File: src/rtl/ccr_unit.sv
// Condition-code register: zf/cf/nf with masked ALU writes, SETC/CLRC,
// clear-on-taken-branch, and a LIFO shadow stack for interrupt save/restore.
// Ports: clk, rst_n (sync, active-low), stall; alu_zf/cf/nf + flag_we[2:0];
//   setc, clrc; br_taken, br_sel[1:0]; int_save, int_restore;
//   zf, cf, nf, stk_cnt, ovf_err, unf_err (all registered).
module ccr_unit #(
  parameter  int DEPTH = 2,
  localparam int PW    = $clog2(DEPTH + 1)
) (
  input  logic          clk,
  input  logic          rst_n,
  input  logic          stall,
  input  logic          alu_zf,
  input  logic          alu_cf,
  input  logic          alu_nf,
  input  logic [2:0]    flag_we,
  input  logic          setc,
  input  logic          clrc,
  input  logic          br_taken,
  input  logic [1:0]    br_sel,
  input  logic          int_save,
  input  logic          int_restore,
  output logic          zf,
  output logic          cf,
  output logic          nf,
  output logic [PW-1:0] stk_cnt,
  output logic          ovf_err,
  output logic          unf_err
);

  localparam logic [PW-1:0] FULL = PW'(DEPTH);
  // Sized to the pointer range so any pointer value indexes cleanly.
  localparam int SLOTS = 2 ** PW;

  // {zf, cf, nf}
  logic [2:0]    flags_q, flags_d;
  logic [2:0]    upd;
  logic [PW-1:0] cnt_q, cnt_d;
  logic          ovf_q, ovf_d;
  logic          unf_q, unf_d;
  logic [2:0]    stk_q [SLOTS];
  logic [2:0]    stk_d [SLOTS];

  always_comb begin
    upd = flags_q;
    if (flag_we[2]) upd[2] = alu_zf;
    if (flag_we[1]) upd[1] = alu_cf;
    if (flag_we[0]) upd[0] = alu_nf;
    if (setc) upd[1] = 1'b1;
    if (clrc) upd[1] = 1'b0;
    if (br_taken) begin
      unique case (br_sel)
        2'b00: upd[2] = 1'b0;
        2'b01: upd[1] = 1'b0;
        2'b10: upd[0] = 1'b0;
        2'b11: ;
      endcase
    end
  end

  always_comb begin
    flags_d = flags_q;
    cnt_d   = cnt_q;
    ovf_d   = ovf_q;
    unf_d   = unf_q;
    stk_d   = stk_q;
    if (!stall) begin
      if (int_restore) begin
        if (cnt_q != '0) begin
          flags_d = stk_q[cnt_q - 1'b1];
          cnt_d   = cnt_q - 1'b1;
        end else begin
          unf_d = 1'b1;
        end
      end else begin
        flags_d = upd;
        // Push the pre-update flags; the update still lands this cycle.
        if (int_save) begin
          if (cnt_q == FULL) begin
            ovf_d = 1'b1;
          end else begin
            stk_d[cnt_q] = flags_q;
            cnt_d        = cnt_q + 1'b1;
          end
        end
      end
    end
  end

  always_ff @(posedge clk) begin
    if (!rst_n) begin
      flags_q <= '0;
      cnt_q   <= '0;
      ovf_q   <= 1'b0;
      unf_q   <= 1'b0;
    end else begin
      flags_q <= flags_d;
      cnt_q   <= cnt_d;
      ovf_q   <= ovf_d;
      unf_q   <= unf_d;
    end
  end

  // Stack contents carry no reset value; the count alone marks validity.
  always_ff @(posedge clk) begin
    stk_q <= stk_d;
  end

  assign zf      = flags_q[2];
  assign cf      = flags_q[1];
  assign nf      = flags_q[0];
  assign stk_cnt = cnt_q;
  assign ovf_err = ovf_q;
  assign unf_err = unf_q;

endmodule

File: config.mk
export PLATFORM = sky130hd
export DESIGN_NAME = ccr_unit
export DESIGN_NICKNAME = d
export VERILOG_FILES = /design/src/rtl/ccr_unit.sv
export SDC_FILE = /design/constraint.sdc
export NUM_CORES = 1
export LEC_CHECK = 0
export CAP_MARGIN = 25
export CORE_MARGIN = 5
export CORE_UTILIZATION = 44
export CTS_BUF_LIST = sky130_fd_sc_hd__clkbuf_8
export DETAILED_ROUTE_END_ITERATION = 7
export GPL_ROUTABILITY_DRIVEN = 1
export PLACE_DENSITY = 0.73
export SLEW_MARGIN = 10
export SYNTH_ARGS = -nofsm -noshare
export SYNTH_HDL_FRONTEND = slang
export SYNTH_SLANG_ARGS = --single-unit
export TNS_END_PERCENT = 100
File: constraint.sdc
create_clock -name clk -period 1.7 [get_ports clk]
set_clock_uncertainty 0.05 [all_clocks]
set_input_delay 0.34 -clock clk [delete_from_list [all_inputs] [get_ports clk]]
set_output_delay 0.34 -clock clk [all_outputs]
set_load 0.02 [all_outputs]
# Word level (Yosys, flattened, before mapping)

Index checks and enable logic that the tools add are counted.

Register bits: 19
Input port bits: 16
Output and inout bits: 7

Bitwise gates (word level): 6
Equality and inequality tests: 5
Muxes and demuxes: 21
Magnitude comparators: 3
Reduce and logical (&&, ||, !) cells: 9
Add/sub/neg operators: 2

Operators by type and width:

| operator            | count |
|---|---|
| $mux 3              | 6 |
| $bwmux 12           | 1 |
| $reduce_and 4->1    | 3 |
| $mux 1              | 8 |
| $mux 2              | 4 |
| $bmux 3 s2          | 1 |
| $demux 3 s2         | 1 |
| $ge 3x3->1 const B  | 2 |
| $not 2->3           | 2 |
| $eq 2x2->1 const B  | 2 |
| $not 1->1           | 4 |
| $reduce_bool 2->1   | 2 |
| $lt 3x1->1 const B  | 1 |
| $reduce_and 3->1    | 1 |
| $add 2x1->2 const B | 1 |
| $eq 2x1->1 const B  | 1 |
| $logic_not 2->1     | 1 |
| $ne 2x1->1 const B  | 1 |
| $ne 2x2->1 const B  | 1 |
| $reduce_and 2->1    | 1 |
| $sub 2x1->2 const B | 1 |
| $logic_and 1x1->1   | 1 |

# Longest topological paths before layout

Word-level depth: 7
Gate-level depth with buffers: 7
Depth with buffers taken out: 6

# Worst setup path before layout

Ideal clock, no wire load.

Path kind: register -> register
Start point: register cnt_q[0] (netlist: stk_cnt[0])
End point: register cnt_q[1] (netlist: stk_cnt[1])
Stages on the path, launching flop included: 8
Data arrival time: 1771 ps
Clock period less this slack: 1901 ps
Required time: 1571 ps
Path buffers: 1
Setup slack: -201 ps
Cells stage by stage: dfxtp_1 > buf_2 > inv_1 > ha_1 > or3b_1 > a21oi_2 > nor2_1 > a211oi_2

Longest elaborated chain between the ends: 4
Elaborated cells between the ends (all ways): 11
Those cells by class: add/sub (2); eq/ne (3); mux (4); reduce/logical (2)

RTL lines:

| what                     | line | RTL |
|---|---|---|
| start: declaration       | 38   | `logic [PW-1:0] cnt_q, cnt_d;` |
| start signal: assignment | 98   | `cnt_q <= cnt_d;` |
| $add 2x1->2              | 83   | `cnt_d = cnt_q + 1'b1;` |
| $mux 2                   | 79   | `if (cnt_q == FULL) begin` |
| $mux 2                   | 78   | `if (int_save) begin` |
| $mux 2                   | 68   | `if (int_restore) begin` |

Several ways; a longest one is shown, not always the timed one. The select of a mux whose other input is x is not followed.
A chain may end at the register's enable or synchronous reset.

# Worst setup path in the final report

Start point: register flags_q[1]
End point: output port cf

RTL lines:

| what                     | line | RTL |
|---|---|---|
| start: declaration       | 36   | `logic [2:0] flags_q, flags_d;` |
| start signal: assignment | 97   | `flags_q <= flags_d;` |
| end: declaration         | 24   | `output logic cf,` |

No word-level cell between the ends.

==> flow_summary_export.csv <==
group,metric,value,unit
floorplanning,start_util,45.6,%
critical_path,r2r_end,"flags_q[2]",
critical_path,path_cells,"clkdlybuf4s50_1",
finish,nNetsFinal,123,
routing,first_pass_iters,6,
yosys,dominantRegCellSynth,"edfxtp_1",
critical_path,path_buf_inv,1,
place,io_buffers,22,
global_route,grt_use_met1,16.9,%
hold_path,hold_class,"flip-flop to flip-flop",
routing,wl_per_cell,14.4,um
pwr,ir_worst_vdd,0.467,mV
critical_path,max_stage_delay,0.61,ns
yosys,synth-edff-count,12,
finish,instances_no_fill,129,
clock_tree,h-tree-depth,1,
yosys,synth_top_area_share,41.1,%
timing,period_minus_slack,1.62,ns
routing,drt-initial-drc-count,18,
critical_path,crit_slowest_cell,"clkdlybuf4s50_1",
timing,rsz0062_at_grt,"false",
global_route,grt_use_met2,24.2,%
timing,hold_viol,0,
routing,dr_total_vias,644,
timing,fin_setup_tns,0,ns
pwr,powerDensity,882,nW/um2
flow_run,cap_viol_max_count,0,
clock_tree,cts_setup_buffers,0,
hold_path,hold_path_startpoint,"unf_err",
critical_path,crit_path_start_kind,"flip-flop",
critical_path,timing.rr.start,"stk_cnt[1]",
floorplanning,dieWidth,54.6,um
place,hpwlAfterDp,1410,um
global_route,grt_pass1_wl,2890,um
finish,area_growth,41.1,%
clock_tree,cts-buffers-inserted,3,
critical_path,crit_path_max_fanout,2,
clock_tree,cts_buffer_depth,2,
clock_tree,clockRootBuffer,"clkbuf_8",
clock_tree,path_clk_slew,0.07,ns
routing,postRouteWirelength,1860,um
floorplanning,die_y,54.6,um
clock_tree,hold_buffers,0,
critical_path,critPathArrivalTime,1.23,ns
critical_path,critPathTopFamily,"buffers and inverters",
finish,diodes,0,
global_route,busiest_layer,"met2",
critical_path,rrSetupSlack,0.10,ns
place,gp_congestion,0.743,
global_route,grt-ovfl-total,0,
critical_path,crit_start,"flags_q[1]",
yosys,synthTopCellsByArea,"edfxtp_1 (41%), dfxtp_1 (16%), mux4_2 (7.7%), ha_1 (5.7%), a311oi_1 (3.0%)",
clock_tree,clock_latency,0.26,ns
global_route,grtUsageMet3,2.72,%
global_route,track_usage,14.1,%
critical_path,worstSetupEndpoint,"cf",
critical_path,crit_cells,1,
floorplanning,rows,16,
clock_tree,clock_sinks,19,
critical_path,worstRegToRegCells,5,
clock_tree,cts_tree,"yes",
yosys,yosysTopAreaCell,"edfxtp_1",
floorplanning,ios,23,
finish,drive_above_1_share,17.6,%
yosys,avgSynthCellArea,12.5,um2
yosys,seq_area_frac_synth,57.1,%
global_route,grt_antenna_before_repair,0,
global_route,grt_max_degree,13,
global_route,grt_pass1_vias,654,
outcome,status,"complete, no violations",
critical_path,crit_type,"flip-flop to output port",
routing,ant_nets,0,
routing,drc,0,
timing,min_period_over_period,95.0,%
timing,max_freq,619,MHz
timing,finalSetupViolCount,0,
yosys,synth_area,877,um2
floorplanning,core_area,1920,um2
place,dp.cells,125,
yosys,synthArstFlopShare,0,%
timing,drv_slew,0,
critical_path,critPathRequiredTime,1.31,ns
yosys,ys_types,22,
floorplanning,dieArea,2990,um2
yosys,syn-instance-count,70,
pwr,p_leak,0.482,nW
routing,vias_per_cell,4.99,
yosys,synth-seq-cells,19,
yosys,yosysWarningCount,0,
critical_path,endpoint_kind,"output port",
==> cell usage after synthesis (all sizes together) (2+ instances only) <==
library cell / number
edfxtp: 12
mux4: 3
dfxtp: 7
and2: 3
a21oi: 6
nand2: 2
mux2i: 2
a311oi: 3
nor2: 6
xnor2: 2
a31oi: 3
inv: 6
o21ai: 4
ha: 4
==> flip-flops by register name, summed over array words and instances, names as in the netlist <==
name	flops
stk_q	12
flags_q	3
ovf_err	1
unf_err	1
stk_cnt	2
==> area by class of cell <==
type	instances	area [um2]
fill	173	684
sequential	19	504
multi-input combinational	45	363
timing repair buffer	28	265
clock buffer	3	41.3
tap	27	33.8
inverter	6	22.5
clock inverter	1	7.51
==> layout by cell type (no fill, tap or decap), drive strengths merged, types with 4 or more instances in the layout <==
master	n
clkdlybuf4s50	19
edfxtp	12
dfxtp	7
inv	6
nor2	6
buf	6
a21oi	6
o21ai	4
ha	4
==> kinds of logic (layout without fill, tap and decap cells) <==
kind of cell	count (synthesis)	count (layout)	share of synthesized area, %
XOR/XNOR	2	2	2.00
multiplexers	6	6	11.3
buffers and inverters	8	38	3.57
adder cells (fa/ha/maj)	4	4	5.71
flip-flops	19	19	57.1
AND/OR/NAND/NOR	13	13	7.28
other	1	3	0.428
AO/OA/AOI/OAI	17	17	12.7
==> worst min path at each step <==
stage,endpoint,slack (ns),cells past startpoint
6_report,unf_err,0.43,2
5_1_grt,unf_err,0.47,2
4_1_cts,unf_err,0.43,2
3_5_place_dp,unf_err,0.41,2
3_3_place_gp,unf_err,0.40,2
2_1_floorplan,flags_q[1],0.43,2
==> worst register-to-register path, stage by stage (launching register included) <==
cell	delay, ns
dfxtp_1	0.40
inv_1	0.09
ha_2	0.39
mux4_2	0.32
a21oi_1	0.16
a21oi_1	0.08
==> metal layers <==
layer,vias up,share of wire (%)
li1,316,-
met1,310,43
met2,18,50
met3,0,6.5
met4,0,0
met5,-,0
==> through the flow <==
step	utilization, %	setup WS [ns]	hold slack [ns]	power, mW	cell area [um2]
global route	64.4	0.000956	0.473	1.15	1240
detailed placement	61.3	-0.134	0.413	0.778	1180
finish	64.4	0.0842	0.425	1.09	1240
floorplan	-	0.0168	0.428	0.669	895
CTS	63.7	0.00674	0.430	1.10	1220
global placement	61.3	-0.0515	0.404	0.772	1180
==> power breakdown <==
group | switching, mW | internal, mW | total [mW]
clock | 0.160 | 0.165 | 0.325
combinational | 0.109 | 0.123 | 0.232
sequential | 0.0146 | 0.520 | 0.534
==> repair_timing <==
item	in CTS	in global routing
gates cloned	0	0
gates resized for setup	2	3
setup endpoints to repair	2	3
pin swaps	0	0
Power figures use the tool's default switching activity.
